### config.mk
export PLATFORM = sky130hd
export DESIGN_NAME = req_pend_ctrl_flat
export DESIGN_NICKNAME = d
export VERILOG_FILES = /design/src/rtl/req_pend_ctrl_pkg.sv /design/src/rtl/req_pend_ctrl_if.sv /design/src/rtl/req_pend_ctrl_capture.sv /design/src/rtl/req_pend_ctrl.sv /design/src/flat_wrapper.sv
export SDC_FILE = /design/constraint.sdc
export NUM_CORES = 1
export LEC_CHECK = 0
export BUFFER_PORTS_ARGS = -buffer_cell sky130_fd_sc_hd__buf_2
export CAP_MARGIN = 20
export CORE_MARGIN = 8
export CORE_UTILIZATION = 35
export CTS_BUF_LIST = sky130_fd_sc_hd__clkbuf_8
export CTS_CLUSTER_SIZE = 28
export DETAILED_ROUTE_END_ITERATION = 12
export PLACE_DENSITY = 0.74
export SYNTH_ARGS = -nofsm -noshare
export SYNTH_HDL_FRONTEND = slang
export SYNTH_HIERARCHICAL = 1
export SYNTH_SLANG_ARGS = --single-unit
### constraint.sdc
create_clock -name clk -period 2.5 [get_ports clk]
set_input_delay 0.125 -clock clk [delete_from_list [all_inputs] [get_ports clk]]
set_output_delay 0.125 -clock clk [all_outputs]
set_load 0.02 [all_outputs]
### src/rtl/req_pend_ctrl_pkg.sv
// Shared types and sizes for the request-pending controller.
// Optional build macro used by this block: REQ_EDGE_EN (edge-triggered capture).
`timescale 1ns/1ps
package req_pend_pkg;

    localparam int N_REQ = 4;
    localparam int IDX_W = 2;

    typedef enum logic {
        IDLE,
        WAIT_ACK
    } svc_state_t;

    typedef logic [N_REQ-1:0] req_vec_t;
    typedef logic [IDX_W-1:0] req_idx_t;

    // One-hot vector selecting a single request line
    function automatic req_vec_t idx_to_onehot(input req_idx_t idx);
        return req_vec_t'(1) << idx;
    endfunction

endpackage

### src/rtl/req_pend_ctrl_if.sv
// Bus bundle between the request controller, the priority encoder and the consumer.
// slave: the controller's view. master: the surrounding logic's view.
`timescale 1ns/1ps
interface req_pend_ctrl_if;
    import req_pend_pkg::*;

    req_vec_t req_in;
    req_vec_t mask;
    req_vec_t pend_out;
    req_idx_t enc_y;
    logic     enc_valid;
    logic     svc_req;
    req_idx_t svc_idx;
    logic     svc_ack;
    req_vec_t ovf;
    logic     ovf_clr;

    modport slave (
        input  req_in, mask, enc_y, enc_valid, svc_ack, ovf_clr,
        output pend_out, svc_req, svc_idx, ovf
    );

    modport master (
        output req_in, mask, enc_y, enc_valid, svc_ack, ovf_clr,
        input  pend_out, svc_req, svc_idx, ovf
    );

endinterface

### src/rtl/req_pend_ctrl_capture.sv
// Request capture, sticky pending register and overflow flags.
// REQ_EDGE_EN selects rising-edge capture; the default is level capture.
`timescale 1ns/1ps
module req_capture
    import req_pend_pkg::*;
(
    input  logic     clk,
    input  logic     rst_n,
    input  req_vec_t req_in,
    input  req_vec_t mask,
    input  logic     clr_en,
    input  req_idx_t clr_idx,
    input  logic     ovf_clr,
    output req_vec_t pend,
    output req_vec_t ovf
);

    req_vec_t cap;
    req_vec_t clr_vec;
    req_vec_t ovf_set;

`ifdef REQ_EDGE_EN
    req_vec_t req_q;

    // Previous request levels, for rising-edge detection
    always_ff @(posedge clk) begin
        if (!rst_n) req_q <= '0;
        else        req_q <= req_in;
    end

    assign cap = req_in & ~req_q & ~mask;
`else
    assign cap = req_in & ~mask;
`endif

    assign clr_vec = clr_en ? idx_to_onehot(clr_idx) : '0;
    // A re-request on the line being cleared is a fresh request, not an overflow
    assign ovf_set = cap & pend & ~clr_vec;

    // Pending and overflow registers; set wins over clear on the same bit
    always_ff @(posedge clk) begin
        if (!rst_n) begin
            pend <= '0;
            ovf  <= '0;
        end else begin
            pend <= (pend & ~clr_vec) | cap;
            ovf  <= (ovf_clr ? '0 : ovf) | ovf_set;
        end
    end

endmodule

### src/rtl/req_pend_ctrl.sv
// Request-pending controller: feeds pending bits to the external encoder and
// grants one service request at a time over a req/ack handshake.
// Optional build macro: REQ_EDGE_EN (see req_capture).
//
//   state    | meaning
//   IDLE     | no grant outstanding; waiting for a valid, still-pending encoder pick
//   WAIT_ACK | svc_req high, svc_idx frozen; waiting for svc_ack
`timescale 1ns/1ps
module req_pend_ctrl
    import req_pend_pkg::*;
(
    input logic            clk,
    input logic            rst_n,
    req_pend_ctrl_if.slave bus
);

    svc_state_t state, state_nxt;
    logic       svc_req, svc_req_nxt;
    req_idx_t   svc_idx, svc_idx_nxt;
    logic       ack_take;
    req_vec_t   pend;

    // Ack only counts while a grant is outstanding
    assign ack_take = (state == WAIT_ACK) && bus.svc_ack;

    req_capture u_capture (
        .clk     (clk),
        .rst_n   (rst_n),
        .req_in  (bus.req_in),
        .mask    (bus.mask),
        .clr_en  (ack_take),
        .clr_idx (svc_idx),
        .ovf_clr (bus.ovf_clr),
        .pend    (pend),
        .ovf     (bus.ovf)
    );

    // State and service-output registers
    always_ff @(posedge clk) begin
        if (!rst_n) begin
            state   <= IDLE;
            svc_req <= 1'b0;
            svc_idx <= '0;
        end else begin
            state   <= state_nxt;
            svc_req <= svc_req_nxt;
            svc_idx <= svc_idx_nxt;
        end
    end

    // Grant/ack sequencing; encoder pick is checked against pend so a stale
    // or mismatched encoder output is never granted
    always_comb begin
        state_nxt   = state;
        svc_req_nxt = svc_req;
        svc_idx_nxt = svc_idx;
        unique case (state)
            IDLE: begin
                if (bus.enc_valid && pend[bus.enc_y]) begin
                    svc_idx_nxt = bus.enc_y;
                    svc_req_nxt = 1'b1;
                    state_nxt   = WAIT_ACK;
                end
            end
            WAIT_ACK: begin
                if (bus.svc_ack) begin
                    svc_req_nxt = 1'b0;
                    state_nxt   = IDLE;
                end
            end
            default: begin
                svc_req_nxt = 1'b0;
                state_nxt   = IDLE;
            end
        endcase
    end

    assign bus.pend_out = pend;
    assign bus.svc_req  = svc_req;
    assign bus.svc_idx  = svc_idx;

endmodule

### src/flat_wrapper.sv
// flat-port wrapper written by rule: the top's interface ports become plain ports
module req_pend_ctrl_flat import req_pend_pkg::*;
  (clk, rst_n, bus_req_in, bus_mask, bus_enc_y, bus_enc_valid, bus_svc_ack, bus_ovf_clr, bus_pend_out, bus_svc_req, bus_svc_idx, bus_ovf);
  req_pend_ctrl_if bus_i ();
  input logic clk;
  input logic rst_n;
  input wire logic [$bits(bus_i.req_in)-1:0] bus_req_in;
  input wire logic [$bits(bus_i.mask)-1:0] bus_mask;
  input wire logic [$bits(bus_i.enc_y)-1:0] bus_enc_y;
  input wire logic [$bits(bus_i.enc_valid)-1:0] bus_enc_valid;
  input wire logic [$bits(bus_i.svc_ack)-1:0] bus_svc_ack;
  input wire logic [$bits(bus_i.ovf_clr)-1:0] bus_ovf_clr;
  output wire logic [$bits(bus_i.pend_out)-1:0] bus_pend_out;
  output wire logic [$bits(bus_i.svc_req)-1:0] bus_svc_req;
  output wire logic [$bits(bus_i.svc_idx)-1:0] bus_svc_idx;
  output wire logic [$bits(bus_i.ovf)-1:0] bus_ovf;
  assign bus_i.req_in = bus_req_in;
  assign bus_i.mask = bus_mask;
  assign bus_i.enc_y = bus_enc_y;
  assign bus_i.enc_valid = bus_enc_valid;
  assign bus_i.svc_ack = bus_svc_ack;
  assign bus_i.ovf_clr = bus_ovf_clr;
  assign bus_pend_out = bus_i.pend_out;
  assign bus_svc_req = bus_i.svc_req;
  assign bus_svc_idx = bus_i.svc_idx;
  assign bus_ovf = bus_i.ovf;
  req_pend_ctrl u_core (.clk(clk), .rst_n(rst_n), .bus(bus_i));
endmodule
==> flow_metrics.tcl, run 1 <==
set metrics [dict create \
    outcome "finished, final reports clean" \
    worst_clock_skew_ps 0.366 \
    clk_pin_slew_ps 50 \
    end_kind "flop" \
    grt_pass1_wl_um 2400 \
    drc 0 \
    critPathSlowestCell "or3b_4" \
    yosysSeqAreaShare_pct 42.4 \
    cts.path.max_buffers 2 \
    synth_edf_count 0 \
    syn_to_final_growth_pct 33.3 \
    ir_drop_uv 431 \
    synthCells 54 \
    die_area_um2 3160 \
    hold_viol_final 0 \
    ys.flop_type "dfxtp_1" \
    diodes 0 \
    yosys_warnings 6 \
    cp.required_ps 2660 \
    die_h_um 56.2 \
    ctsResizeCount 0 \
    crit_type "reg -> reg" \
    antenna_found_initial 0 \
    syn_area_um2 567 \
    worstHoldPathType "in -> reg" \
    synthSimpleGateAreaFrac_pct 30.0 \
    io_buffers 25 \
    period_needed_ps 1190 \
    wl_per_cell_um 14.9 \
    grt_max_degree 19 \
    crit_chain "or3b_4, o2bb2ai_4, mux2i_1" \
    hold_buffers 0 \
    fp.coreArea_um2 1510 \
    synth_nets 69 \
    switching_power_uw 119 \
    gp_congestion 0.740 \
    firstDrtPassIters 4 \
    yosys-top-cells-count "dfxtp_1 (12), nand2_1 (7)" \
    period_share_pct 47.6 \
    fp.dieW_um 56.2 \
    htree_levels 1 \
    yosysMostFrequentCell "dfxtp_1" \
    start_util_pct 37.6 \
    post_synth_xor_area_fraction_pct 0 \
    setup_slack_ps 1310 \
    p_seq_share_pct 42.9 \
    dp_cells 94 \
    setup_viol 0 \
    cts_root_buf "clkbuf_8" \
    drv_cap 0 \
    drt_iter0_markers 6 \
    grt_use_total_pct 9.43 \
    synthAdderAreaFrac_pct 0 \
    layout-drive-gt1-share_pct 40.2 \
    rsz0062_at_grt "no" \
    via_per_inst 5.32 \
    slew_headroom_pct 78.3 \
    drtAntennaViolNets 0 \
    grt_pass1_vias 520 \
    synth_compound_area_share_pct 19.4 \
    fp-row-count 14 \
    synth_top_area_share_pct 42.4 \
    cp_max_fo 4 \
    stdcell_count 98 \
    insertion_delay_ps 240 \
    totalWireLength_um 1460 \
    p_int_uw 374 \
    cpLargestDelayFamily "simple AND/OR/NAND/NOR gates" \
    overflow 0 \
    cts_tree "yes" \
    pwr-share-clk_pct 42.9 \
    numCtsBuffers 3 \
    dp_slack_ps 1370 \
    tightest_slew_ps 316 \
    critical_path_arrival_ps 1350 \
    num-fill-cells 145 \
    cts_setup_buffers 0 \
    critPathLaunchType "flop" \
    fmax_mhz 841 \
    finalSetupTns_ps 0 \
    synth_top_area_cell "dfxtp_1" \
    clock-sinks 12 \
    ys_ff_latch 12 \
    p_sw_share_pct 24.2 \
    synthMuxAreaShare_pct 6.18 \
    avgSynthCellArea_um2 10.5 \
    async_flop_share_pct 0 \
    synth_top_family_by_area "simple AND/OR/NAND/NOR gates" \
    synthTopCellsByArea "dfxtp_1 (42%), nand4b_1 (6.2%), o2bb2ai_1 (6.2%)" \
    combPwrFrac_pct 14.2 \
    leakagePower_uw 0.000346 \
    synth.distinct_cells 20 \
    final_nets 98 \
    final_max_slew_viol_count 0 \
    critPathBufInv 0 \
    via_count 521 \
    power.density_nw_per_um2 652 \
    ioPinCount 26 \
    max_stage_delay_ps 390 \
]
routing by layer:
metal | track usage, % | share of wire (%) | vias up
met4 | 6.53 | 4.1 | 0
li1 | - | - | 255
met3 | 5.02 | 7.6 | 6
met5 | 0 | 0 | -
met1 | 10.4 | 46 | 240
met2 | 13.5 | 42 | 20
cell usage in the layout, fill, tap and decap left out, types with 2 or more instances in the layout:
| master | n |
|---|---|
| buf_2 | 25 |
| mux2i_1 | 2 |
| clkbuf_8 | 4 |
| dfxtp_1 | 12 |
| o2bb2ai_1 | 4 |
| o21a_1 | 2 |
| and3b_1 | 3 |
| nand4b_1 | 4 |
| nor2b_1 | 2 |
| nand3b_1 | 4 |
| o21ai_0 | 4 |
| nand2_1 | 7 |
logic make-up (layout without fill, tap and decap cells):
kind of cell           after synthesis  in the layout
buffers and inverters                1             29
AND/OR/NAND/NOR                     25             25
AO/OA/AOI/OAI                       13             13
multiplexers                         3              3
flip-flops                          12             12
power groups by stage:
stage,sequential [uW],combinational (uW),clock [uW]
2_1_floorplan,226,31.4,0
3_3_place_gp,215,69.2,0
3_5_place_dp,215,69.7,0
4_1_cts,211,70.4,218
5_1_grt,213,75.7,226
6_report,212,69.9,211
stage by stage:
step                total power [uW]  utilization (%)  cell area, um^2  hold WS [ps]
detailed placement               285             46.5              701           371
CTS                              500             50.2              756           123
floorplan                        257                -              567           243
global route                     514             50.2              756           142
finish                           493             50.2              756           134
global placement                 284             46.5              701           376
path summary, 6_finish.rpt:
path         cells past startpoint               startpoint                  endpoint  slack [ps]
min reg2reg                      1  u_core/u_capture/ovf[0]   u_core/u_capture/ovf[0]         460
min                              3            bus_req_in[0]  u_core/u_capture/pend[0]         130
max reg2reg                      3             u_core/state     u_core/bus.svc_idx[0]        1310
max                              3             u_core/state     u_core/bus.svc_idx[0]        1310
worst reg2reg max path, cell delays in order (launching register included):
cell and delay (ps):
dfxtp_1 320, or3b_4 390, o2bb2ai_4 150, mux2i_1 240
cell type report:
type	count	area, um^2	area share (%)
multi-input cells	41	315	41.7
clock buffers	4	55.1	7.28
repair buffers	25	125	16.6
flip-flops and latches	12	240	31.8
well taps	16	20.0	2.65
state kept, by name (all words and copies together), names as in the netlist:
name,count
u_core/u_capture/pend,4
u_core/bus.svc_req,1
u_core/bus.svc_idx,2
u_core/state,1
u_core/u_capture/ovf,4
Note: power is estimated with default switching activity, not from simulation.
==> inputs of run 2 (changes only) <==
- ABC_AREA: not set -> 1
- CORE_ASPECT_RATIO: not set -> 1.25
- PLACE_DENSITY: 0.74 -> 0.76
- clock period: 2.5 -> 1 ns (I/O delays scaled with it)
==> run 2 against run 1 <==
Effect of this change: via count is 16% higher; routed wire length is 9.5% higher; global-route usage rose by 1.2 points; first-iteration DRC count is 83% higher; clock skew grew 0.95 ps; critical path depth rose by 2; non-clock buffer count rose by 1; worst hold slack got worse by 63 ps; synthesized cell count up 56%.
==> flow_metrics.tcl, run 2 <==
set metrics [dict create \
    outcome "finished, final reports clean" \
    dp.final_hpwl_um 1210 \
    setup_slack_ps 31.5 \
    ctsResizeCount 0 \
    synth_top_area_share_pct 42.2 \
    insertion_delay_ps 240 \
    wl_met3_um 102 \
    fp.coreArea_um2 1540 \
    worstHoldPathType "in -> reg" \
    critPathLaunchType "flop" \
    drt_iter0_markers 11 \
    rr_startpoint "u_core/state" \
    crit_path_end "u_core/bus.svc_idx[0]" \
    ff2ff_setup_slack_ps 30 \
    diodes 0 \
    leakagePower_uw 0.000412 \
    synth_nets 99 \
    worst_clock_skew_ps 1.31 \
    critical_path_arrival_ps 1100 \
    synthTopCellsByArea "dfxtp_1 (42%), nand2_1 (15%), inv_1 (11%)" \
    cp.required_ps 1130 \
    drv_cap 0 \
    synth.distinct_cells 14 \
    p_int_uw 933 \
    yosys_warnings 6 \
    cts.path.max_buffers 2 \
    p_seq_share_pct 42.4 \
    cts_root_buf "clkbuf_8" \
    die_area_um2 3180 \
    fmax_mhz 1030 \
    final_max_slew_viol_count 0 \
    synth_top_area_cell "dfxtp_1" \
    overflow 0 \
    antenna_found_initial 0 \
    yosys-top-cells-count "nand2_1 (22), inv_1 (16), dfxtp_1 (12)" \
    final_nets 130 \
    ioPinCount 26 \
    reg2regPathDepth 5 \
    layout-drive-gt1-share_pct 39.5 \
    synth_edf_count 0 \
    layout_common_cells "buf_2 (25), nand2_1 (19), inv_1 (15)" \
    final_common_cell "buf_2" \
    dp_slack_ps 44.6 \
    tightest_slew_ps 277 \
    syn_to_final_growth_pct 40.7 \
    drc 0 \
    fin_hold_ws_ps 71.0 \
    async_flop_share_pct 0 \
    wl_per_cell_um 12.1 \
    cp_max_fo 3 \
    setup_viol 0 \
    pwr-share-clk_pct 41.7 \
    combPwrFrac_pct 15.9 \
    fp.dieW_um 52.1 \
    met1_length_um 616 \
    ir_drop_uv 1140 \
    via_per_inst 4.59 \
    firstDrtPassIters 4 \
    final_core_util_pct 51.9 \
    p_sw_share_pct 25.9 \
    crit_chain "buf_4, nor2_4, nand4_1, nand2_1, nor2_1" \
    hold_buffers 0 \
    ys.flop_type "dfxtp_1" \
    slew_headroom_pct 81.5 \
    yosysSeqAreaShare_pct 42.2 \
    grt_pass1_vias 648 \
    gp_congestion 0.753 \
    r2r_end "u_core/bus.svc_idx[0]" \
    dr.max_layer_used "met4" \
    clk_pin_slew_ps 50 \
    io_buffers 25 \
    end_kind "flop" \
    top_regs "u_core/u_capture/ovf (4), u_core/u_capture/pend (4), u_core/bus.svc_idx (2)" \
    syn_area_um2 569 \
    route.met2.wl_um 867 \
    p_total_uw 1260 \
    start_util_pct 36.9 \
    ys_ff_latch 12 \
    hold_viol_final 0 \
    grt_max_degree 9 \
    crit_type "reg -> reg" \
    totalWireLength_um 1600 \
    grt_pass1_wl_um 2590 \
    numCtsBuffers 3 \
    period_share_pct 96.9 \
    avgSynthCellArea_um2 6.78 \
    crit_path_start "u_core/state" \
    synthCells 84 \
    drtAntennaViolNets 0 \
    clock-sinks 12 \
    period_needed_ps 969 \
    cts_tree "yes" \
    die_h_um 61.1 \
    max_stage_delay_ps 320 \
    cts_setup_buffers 0 \
    rsz0062_at_grt "yes" \
    htree_levels 1 \
    fp-row-count 16 \
    yosysMostFrequentCell "nand2_1" \
    via_count 606 \
    grt_use_total_pct 10.7 \
    critPathSlowestCell "dfxtp_2" \
    switching_power_uw 326 \
    power.density_nw_per_um2 1570 \
]
[run 2: cell types whose count changed after synthesis, sizes merged, moves of 2 or more]
| cell | delta |
|---|---|
| o2bb2ai | -5 |
| o21a | -2 |
| inv | +17 |
| and3b | -3 |
| nand2 | +15 |
| mux2i | -2 |
| o21ai | -4 |
| nand4b | -4 |
| nand3b | -3 |
| a21oi | +10 |
| nor2b | -2 |
| nand3 | +7 |
| nor2 | +12 |
[run 2: kinds of logic after synthesis]
family	count (synthesis)	synth area share, %
buf+inv	18	11.9
simple gates	43	34.9
compound gates	11	11.0
flops	12	42.2
[run 2: worst min path at each step]
| stage | from | endpoint | slack, ps | cells past startpoint |
|---|---|---|---|---|
| after floorplan | rst_n | u_core/bus.svc_idx[0] | 170 | 2 |
| after global placement | rst_n | u_core/bus.svc_idx[1] | 320 | 3 |
| after detailed placement | rst_n | u_core/bus.svc_idx[0] | 320 | 3 |
| after CTS | rst_n | u_core/bus.svc_idx[1] | 70 | 3 |
| after global routing | rst_n | u_core/bus.svc_idx[1] | 80 | 3 |
| final | bus_mask[2] | u_core/u_capture/pend[2] | 70 | 4 |
[run 2: per-stage QoR]
step                      setup TNS, ps  std cells  instance area [um^2]
after CTS                             0        132                   779
after floorplan                       0         84                   569
after detailed placement              0        128                   724
after global placement                0        128                   724
after global routing              -50.8        132                   801
final                                 0        132                   801
[run 2: critical path: cells and delay by family, from the launching register on]
family	cells	cell delay [ps]
simple gates	4	400
flops	1	320
buf+inv	1	140
[run 2: cell type report]
type                       instances  area, um^2
sequential                        12         244
inverter                          18        67.6
clock buffer                       4        55.1
timing repair buffer              26         133
fill                             141         741
tap                               18        22.5
multi-input combinational         54         279
[run 2: layer usage]
metal  track usage (%)  up-vias
met5                 0        -
met4              5.70        0
met3              3.86        2
met2              19.9       17
met1              9.75      272
li1                  -      315
[run 2: power by group through the flow]
stage | Combinational, uW | Sequential [uW] | Clock, uW
4_1_cts | 192 | 530 | 535
2_1_floorplan | 83.2 | 568 | 0
3_3_place_gp | 184 | 539 | 0
6_report | 201 | 534 | 526
5_1_grt | 221 | 539 | 559
3_5_place_dp | 189 | 540 | 0
==> inputs of run 3 (changes only) <==
--- a/config.mk
+++ b/config.mk
@@ -9,5 +9,4 @@
 export BUFFER_PORTS_ARGS = -buffer_cell sky130_fd_sc_hd__buf_2
 export CAP_MARGIN = 20
-export CORE_ASPECT_RATIO = 1.25
 export CORE_MARGIN = 8
 export CORE_UTILIZATION = 35
@@ -15,7 +14,7 @@
 export CTS_CLUSTER_SIZE = 28
 export DETAILED_ROUTE_END_ITERATION = 12
-export PLACE_DENSITY = 0.76
+export PLACE_DENSITY = 0.77
+export RECOVER_POWER = 50
 export SYNTH_ARGS = -nofsm -noshare
 export SYNTH_HDL_FRONTEND = slang
-export SYNTH_HIERARCHICAL = 1
 export SYNTH_SLANG_ARGS = --single-unit
==> constraint.sdc (replaced) <==
create_clock -name clk -period 1 [get_ports clk]
set_input_delay 0.2 -clock clk [delete_from_list [all_inputs] [get_ports clk]]
set_output_delay 0.2 -clock clk [all_outputs]
set_load 0.02 [all_outputs]
==> run 3 against run 2 <==
Effect of this change: via count shrank 4.8%; area after synthesis fell by 6.6%; combinational power shrank 8%; critical path type is now reg -> out; critical endpoint is now bus_pend_out[2].
==> flow_metrics.tcl, run 3 <==
set metrics [dict create \
    outcome "finished, final reports clean" \
    drc 0 \
    grt_pass1_wl_um 2100 \
    syn_to_final_growth_pct 40.0 \
    grt_max_degree 11 \
    synth.distinct_cells 11 \
    die_area_um2 3020 \
    yosysMostFrequentCell "nand2_1" \
    top_regs "u_core.u_capture.ovf (4), u_core.u_capture.pend (4), u_core.bus.svc_idx (2)" \
    via_per_inst 4.89 \
    final_common_cell "nand2_1" \
    worst_clock_skew_ps 3.95 \
    regArea_um2 249 \
    r2r_end "u_core.bus.svc_idx[0]" \
    leakagePower_uw 0.000372 \
    p_total_uw 1150 \
    rr_startpoint "u_core.u_capture.pend[1]" \
    syn_area_um2 532 \
    grt_use_total_pct 9.68 \
    slew_headroom_pct 81.0 \
    placed_cell_area_um2 677 \
    reg2regPathDepth 6 \
    fp-row-count 14 \
    synth_edf_count 0 \
    layout_common_cells "nand2_1 (22), buf_2 (17), inv_1 (11), a21oi_1 (11), dfxtp_2 (7)" \
    max_stage_delay_ps 340 \
    drtAntennaViolNets 0 \
    cp_max_fo 4 \
    multi_input_area_um2 244 \
    crit_type "reg -> out" \
    critical_path_arrival_ps 750 \
    avgSynthCellArea_um2 7.19 \
    synthCells 74 \
    hold_buffers 0 \
    htree_levels 1 \
    diodes 0 \
    synth_top_area_share_pct 45.2 \
    yosys-top-cells-count "nand2_1 (22), dfxtp_1 (12), inv_1 (12)" \
    async_flop_share_pct 0 \
    ioPinCount 26 \
    yosys_warnings 0 \
    power.density_nw_per_um2 1550 \
    dp.final_hpwl_um 1100 \
    fin_hold_ws_ps 213 \
    cpLargestDelayFamily "flip-flops" \
    yosysSeqAreaShare_pct 45.2 \
    holdCritStartpoint "rst_n" \
    period_share_pct 95.0 \
    worstHoldPathCells 3 \
    cts_tree "yes" \
    stdcell_area_um2 744 \
    layout-drive-gt1-share_pct 41.2 \
    finalSetupTns_ps 0 \
    critPathLaunchType "flop" \
    antenna_found_initial 0 \
    rsz0062_at_grt "no" \
    period_needed_ps 950 \
    io_buffers 25 \
    firstDrtPassIters 4 \
    worstHoldPathType "in -> reg" \
    totalWireLength_um 1390 \
    cts_setup_buffers 0 \
    fp.coreArea_um2 1470 \
    final_max_slew_viol_count 0 \
    cts_root_buf "clkbuf_8" \
    dp_slack_ps 17.1 \
    critPathBufInv 1 \
    drv_cap 0 \
    setup_slack_ps 50.1 \
    hold_end "u_core.bus.svc_idx[0]" \
    ff2ff_setup_slack_ps 100 \
    synthTopCellsByArea "dfxtp_1 (45%), nand2_1 (16%), a21oi_1 (10%)" \
    ir_drop_uv 810 \
    critPathSlowestCell "dfxtp_2" \
    synth_top_area_cell "dfxtp_1" \
    clock-sinks 12 \
    end_kind "output port" \
    crit_chain "buf_2" \
    clk_pin_slew_ps 50 \
    via_count 577 \
    cts.path.max_buffers 2 \
    cp.required_ps 800 \
    drt_iter0_markers 25 \
    final_nets 119 \
    ys.flop_type "dfxtp_1" \
    ys_ff_latch 12 \
    insertion_delay_ps 240 \
    die_h_um 55.0 \
    grt_pass1_vias 502 \
    wl_per_cell_um 11.8 \
    tightest_slew_ps 283 \
    start_util_pct 36.1 \
    synth_nets 89 \
    setup_viol 0 \
    num-fill-cells 156 \
    overflow 0 \
    fp.dieW_um 55.0 \
    fmax_mhz 1050 \
    numCtsBuffers 3 \
    hold_viol_final 0 \
    gp_congestion 0.762 \
]
[run 3: changes by cell type after synthesis, sizes merged]
cell	before	now
a21oi	10	11
nand3b	1	0
nand3	7	8
o21ai	1	0
nand4	1	5
inv	17	13
nor2	12	2
[run 3: per-stage QoR]
stage               util, %  cells
finish                 50.6    118
global route           50.6    118
CTS                    49.1    118
detailed placement     46.0    115
global placement       46.0    115
floorplan                 -     74
[run 3: how the worst max path moves through the flow]
stage                                   startpoint                 endpoint  cells past startpoint
after floorplan           u_core.u_capture.pend[3]    u_core.bus.svc_idx[0]                      6
after global placement                u_core.state  u_core.u_capture.ovf[1]                      5
after detailed placement              u_core.state  u_core.u_capture.ovf[1]                      5
after CTS                 u_core.u_capture.pend[2]          bus_pend_out[2]                      1
after global routing                  u_core.state  u_core.u_capture.ovf[1]                      5
final                     u_core.u_capture.pend[2]          bus_pend_out[2]                      1
[run 3: logic make-up (layout without fill, tap and decap cells)]
family | count (synthesis) | count (layout) | share of synthesized area [%]
simple gates | 37 | 37 | 34.6
buf+inv | 14 | 42 | 9.88
flops | 12 | 12 | 45.2
compound gates | 11 | 11 | 10.4
[run 3: worst reg2reg max path: cells and delay by family, from the launching register on]
kind                   cells  cell delay [ps]
AND/OR/NAND/NOR            5              450
flip-flops                 1              350
buffers and inverters      1               40
[run 3: what timing repair did]
action	CTS	global route
setup endpoints to repair	2	15
cloned	0	0
gates resized for setup	2	12
[run 3: cell type report]
class	count	area share, %
well taps	16	2.69
inverters	14	7.06
repair buffers	25	18.5
clock buffers	3	5.55
multi-input cells	48	32.8
flip-flops and latches	12	33.4
[run 3: report_power, final]
part / total, uW / internal, uW / switching (uW)
Sequential: 534 / 510 / 24.3
Combinational: 185 / 75.9 / 110
Clock: 432 / 265 / 167
Total: 1150 / 851 / 301
[run 3: routing by layer]
| metal | wire (um) | global-route usage, % | share of wire [%] | up-vias |
|---|---|---|---|---|
| li1 | - | - | - | 297 |
| met1 | 493 | 9.37 | 35 | 252 |
| met2 | 679 | 16.2 | 49 | 26 |
| met3 | 208 | 6.42 | 15 | 2 |
| met4 | 9 | 3.60 | 0.65 | 0 |
| met5 | 0 | 0 | 0 | - |
